$ cat config.mk
export PLATFORM = sky130hd
export DESIGN_NAME = qarctan_iter
export DESIGN_NICKNAME = d
export VERILOG_FILES = /design/src/rtl/qarctan_iter.sv
export SDC_FILE = /design/constraint.sdc
export NUM_CORES = 1
export LEC_CHECK = 0
export ABC_AREA = 1
export BUFFER_PORTS_ARGS = -buffer_cell sky130_fd_sc_hd__buf_2
export CAP_MARGIN = 20
export CORE_MARGIN = 2
export CORE_UTILIZATION = 55
export DETAILED_ROUTE_END_ITERATION = 10
export PLACE_DENSITY = 0.72
export SLEW_MARGIN = 0
export SYNTH_ARGS = -nofsm -noshare
export SYNTH_HDL_FRONTEND = slang
export SYNTH_SLANG_ARGS = --single-unit
$ cat constraint.sdc
create_clock -name clock -period 5.4 [get_ports clock]
set_clock_uncertainty 0.2 [all_clocks]
set_input_delay 1.08 -clock clock [delete_from_list [all_inputs] [get_ports clock]]
set_output_delay 1.08 -clock clock [all_outputs]
set_load 0.02 [all_outputs]
$ cat src/rtl/qarctan_iter.sv
// qarctan_iter: iterative handshaked atan2(y, x), scaled by 2^BITS.
// Define QARCTAN_ITER_ROUND_EN for round-to-nearest final scaling.
module qarctan_iter #(
  parameter int          DATA_WIDTH = 32,
  parameter int          BITS       = 10,
  parameter logic [31:0] QUAD1      = 32'h324,
  parameter logic [31:0] QUAD3      = 32'h96c,
  parameter int          TAG_WIDTH  = 2
) (
  input  logic                  clock,
  input  logic                  reset,
  input  logic                  in_valid,
  output logic                  in_ready,
  input  logic [DATA_WIDTH-1:0] x,
  input  logic [DATA_WIDTH-1:0] y,
  input  logic [TAG_WIDTH-1:0]  in_tag,
  output logic                  out_valid,
  input  logic                  out_ready,
  output logic [DATA_WIDTH-1:0] dout,
  output logic [TAG_WIDTH-1:0]  out_tag
);

  localparam int DW = DATA_WIDTH;
  localparam int IW = DW + 2;
  localparam int NW = IW + BITS;
  localparam int PW = 32 + BITS + 2;
  localparam int CW = $clog2(BITS + 1);
  localparam logic [PW-1:0] HALF =
    PW'(1) << (BITS - 1);

  typedef enum logic [2:0] {
    S_IDLE,
    S_SETUP,
    S_DIV,
    S_SCALE,
    S_DONE
  } state_t;

  state_t state, state_nx;

  logic [DW-1:0]        x_r, y_r;
  logic [TAG_WIDTH-1:0] tag_r;
  logic [NW-1:0]        rem, den;
  logic                 neg;
  logic [CW-1:0]        cnt;
  logic [BITS:0]        q;
  logic                 ph;
  logic [PW-1:0]        pm;

  logic signed [IW-1:0] xs, ys, ay, nm, dn;
  logic signed [NW-1:0] nw;
  logic [NW-1:0]        mag, trial;
  logic                 ge;
  logic [PW-1:0]        pr;
  logic [DW-1:0]        dm, ds, ang, ang_o;

  assign in_ready = (state == S_IDLE);

  // Setup terms and the divider's trial compare.
  always_comb begin
    xs = $signed({{2{x_r[DW-1]}}, x_r});
    ys = $signed({{2{y_r[DW-1]}}, y_r});
    ay = (ys[IW-1] ? -ys : ys) + IW'(1);
    if (!xs[IW-1]) begin
      nm = xs - ay;
      dn = xs + ay;
    end else begin
      nm = xs + ay;
      dn = ay - xs;
    end
    nw    = $signed({nm, {BITS{1'b0}}});
    mag   = nw[NW-1] ? -nw : nw;
    trial = den << cnt;
    ge    = (rem >= trial);
  end

  // Final scaling: sign-magnitude divide by 2^BITS, then fold quadrant.
  always_comb begin
`ifdef QARCTAN_ITER_ROUND_EN
    pr = pm + HALF;
`else
    pr = pm;
`endif
    dm    = DW'(pr >> BITS);
    ds    = neg ? -dm : dm;
    ang   = (x_r[DW-1] ? DW'(QUAD3) : DW'(QUAD1)) - ds;
    ang_o = y_r[DW-1] ? -ang : ang;
  end

  // State register.
  always_ff @(posedge clock or negedge reset) begin
    if (!reset) state <= S_IDLE;
    else        state <= state_nx;
  end

  // Next-state logic.
  always_comb begin
    state_nx = state;
    unique case (state)
      S_IDLE:  if (in_valid) state_nx = S_SETUP;
      S_SETUP: state_nx = S_DIV;
      S_DIV:   if (cnt == '0) state_nx = S_SCALE;
      S_SCALE: if (ph) state_nx = S_DONE;
      S_DONE:  if (out_ready) state_nx = S_IDLE;
      default: state_nx = S_IDLE;
    endcase
  end

  // Datapath: capture, restoring divide, scale, output hold.
  always_ff @(posedge clock or negedge reset) begin
    if (!reset) begin
      x_r       <= '0;
      y_r       <= '0;
      tag_r     <= '0;
      rem       <= '0;
      den       <= '0;
      neg       <= 1'b0;
      cnt       <= '0;
      q         <= '0;
      ph        <= 1'b0;
      pm        <= '0;
      dout      <= '0;
      out_tag   <= '0;
      out_valid <= 1'b0;
    end else begin
      unique case (state)
        S_IDLE: begin
          if (in_valid) begin
            x_r   <= x;
            y_r   <= y;
            tag_r <= in_tag;
          end
        end
        S_SETUP: begin
          rem <= mag;
          den <= {{BITS{1'b0}}, dn};
          neg <= nm[IW-1];
          cnt <= CW'(BITS);
          q   <= '0;
          ph  <= 1'b0;
        end
        S_DIV: begin
          if (ge) rem <= rem - trial;
          q   <= {q[BITS-1:0], ge};
          cnt <= cnt - 1'b1;
        end
        S_SCALE: begin
          ph <= 1'b1;
          if (!ph) begin
            pm <= PW'(q) * PW'(QUAD1);
          end else begin
            dout      <= ang_o;
            out_tag   <= tag_r;
            out_valid <= 1'b1;
          end
        end
        S_DONE: begin
          if (out_ready) out_valid <= 1'b0;
        end
        default: ;
      endcase
    end
  end

endmodule

==> metrics.yaml <==
ys_top_cells_by_count: "1061 x nand2_1, 638 x inv_1, 436 x nor2_1"
ctsHoldBuffers: 0
cts.sinks: 210
r2r_slack_ns: 0.10
status: "completed"
whs_ns: 0.272
wl_per_cell_um: 18.3
vias: 27900
syn_area_per_cell_um2: 6.15
dpl-instance-area_um2: 27500
netlist.area_leader.share: 0.210
max_stage_delay_ns: 0.41
drc: 0
multi_input_area_um2: 17800
core-area_um2: 45100
crit_path_start_kind: "register"
drt_iter0_markers: 2864
drt_wl_total_mm: 91.1
hold_viol_final: 0
arrival_ns: 5.58
final_cells: 4983
worstPathRequired_ns: 5.68
finalInstanceArea_um2: 30100
syn2layout_area_growth_pct: 20.4
min_period_over_period: 0.981
synthFlopType: "dfrtp_1"
nNetsFinal: 4649
drt-pass1-iter-count: 6
cts_buffers: 27
cts_tree: "done"
max_freq_ghz: 0.189
die_x_um: 217
crit_family: "simple AND/OR/NAND/NOR gates"
grt.total_usage: 0.375
ios: 106
clkTransAtPathRegs_ns: 0.06
ys_types: 59
r2r.worst_path.cells: 36
ys_seq_area_frac: 0.210
worstPathMaxFanout: 8
initial_utilization: 0.554
cts_root_buffer: "clkbuf_16"
insertion_delay_ns: 0.59
hold_class: "register to register"
min_period_ns: 5.30
antenna_found_initial: 0
die_area_um2: 47100
hold_depth: 2
synthMostInstantiatedCell: "nand2_1"
setup_violations: 0
cts_buffer_depth: 3
grt.overflow.total: 0
grt_pass1_wl_mm: 140
critPathSlowestCell: "dfrtp_1"
die_h_um: 217
regToRegStartpoint: "y_r[0]$_DFFE_PN0P_"
numPortBuffers: 105
rsz0062_at_grt: "true"
hold-path-endpoint: "out_tag[0]$_DFFE_PN0P_"
worst_slew_pin_slew_ns: 0.948
rows: 78
cap_viol_max_count: 0
synth_seq_cells: 210
via_per_inst: 5.60
htreeDepth: 1
critPathLaunch: "y_r[0]$_DFFE_PN0P_"
yosys-top-cells-area: "dfrtp_1 21%, nand2_1 16%, ha_1 10%"
crit_buf_inv: 9
syn_inst: 4062
crit_type: "register to register"
first_global_vias: 25600
drive_gt1_frac: 0.181
synth_edf_count: 0
grt_start_max_net_pins: 104
critPathMostFrequentCell: "nand2_1"
syn-cell-area_um2: 25000
worstSetupEndpointType: "register"
async_reset_ff_frac: 1.00
relSlewSlack: 0.361
r2r-end: "rem[28]$_DFFE_PN0P_"
yosysTopAreaCell: "dfrtp_1"
dpl.cell_count: 4890
hp-start: "out_tag[0]$_DFFE_PN0P_"
regArea_um2: 5260
drtAntennaViolNets: 0
maxSlewViolCount: 0
fill_cells: 4402
post-dp-hpwl_mm: 73.1
yosys_warnings: 0
gp_congestion: 1.09
==> tightest hold or removal path, stage by stage, from the launching register on <==
cell	delay, ns
dfrtp_1	0.34
nand2_1	0.05
nand2_1	0.05
==> stage by stage <==
stage           util  setup WS (ns)  TNS, ns
2_1_floorplan      -          0.557        0
3_3_place_gp   0.610        -0.0449  -0.0932
3_5_place_dp   0.610         -0.105   -0.516
4_1_cts        0.633         0.0138        0
5_1_grt        0.667         -0.273    -5.85
6_report       0.667          0.102        0
==> what timing repair did <==
| action | in CTS | in global routing |
|---|---|---|
| gates resized for setup | 9 | 329 |
| pin swaps | 1 | 79 |
| endpoints found under the setup margin | 20 | 40 |
| buffers inserted | 1 | 40 |
==> placed cells by master (no fill, tap or decap), drive strengths merged, types with 5 or more instances in the layout <==
| master | n |
|---|---|
| dfrtp | 210 |
| xnor2 | 26 |
| or2 | 15 |
| and3 | 5 |
| a21boi | 6 |
| inv | 657 |
| nand3 | 255 |
| xor2 | 89 |
| a2bb2oi | 6 |
| o21a | 12 |
| nor4 | 12 |
| a21oi | 301 |
| o31ai | 13 |
| fa | 14 |
| mux2 | 8 |
| nor3 | 39 |
| o22ai | 28 |
| mux2i | 36 |
| nand4 | 59 |
| nand2 | 1078 |
| a31oi | 35 |
| o21bai | 14 |
| buf | 390 |
| nor2 | 450 |
| clkbuf | 38 |
| a22oi | 6 |
| o21ai | 314 |
| ha | 204 |
| a21o | 8 |
| clkinv | 6 |
| o211ai | 19 |
==> registers in the layout, indices dropped and copies added (netlist names) <==
name	flops
ph	1
state	3
q	11
cnt	4
dout	32
out_valid	1
den	34
out_tag	2
neg	1
x_r	32
pm	11
y_r	32
tag_r	2
rem	44
==> routing by layer <==
layer	part of all wire	wire length, um	track usage	up-vias
li1	-	-	-	13700
met1	0.44	40100	0.527	12800
met2	0.43	39600	0.584	1167
met3	0.086	7830	0.0569	199
met4	0.039	3570	0.132	0
met5	0	0	0	-
==> how the worst max path moves through the flow <==
stage / cells past startpoint / to / slack, ns
2_1_floorplan: 31 / rem[24]$_DFFE_PN0P_ / 0.56
3_3_place_gp: 35 / rem[41]$_DFFE_PN0P_ / -0.04
3_5_place_dp: 35 / rem[41]$_DFFE_PN0P_ / -0.11
4_1_cts: 36 / rem[40]$_DFFE_PN0P_ / 0.01
5_1_grt: 36 / rem[28]$_DFFE_PN0P_ / -0.27
6_report: 36 / rem[28]$_DFFE_PN0P_ / 0.10
==> layout make-up <==
class / instances / share of cell area
multi-input combinational: 3076 / 0.593
timing repair buffer: 390 / 0.0924
tap: 600 / 0.0250
clock inverter: 12 / 0.00566
sequential: 210 / 0.175
antenna: 1 / 0.0000832
inverter: 656 / 0.0819
clock buffer: 38 / 0.0268
==> cells by family after synthesis <==
logic type,share of synthesized area
DFF,0.210
and+or+nand+nor,0.321
muxes,0.0180
buffers and inverters,0.124
AOI/OAI and AO/OA,0.171
adders and majority gates,0.113
xor gates and xnor gates,0.0421
other,0.000301
Power is not shown: default switching activity piles up to over one toggle a cycle in this logic, so the estimate is an artifact.
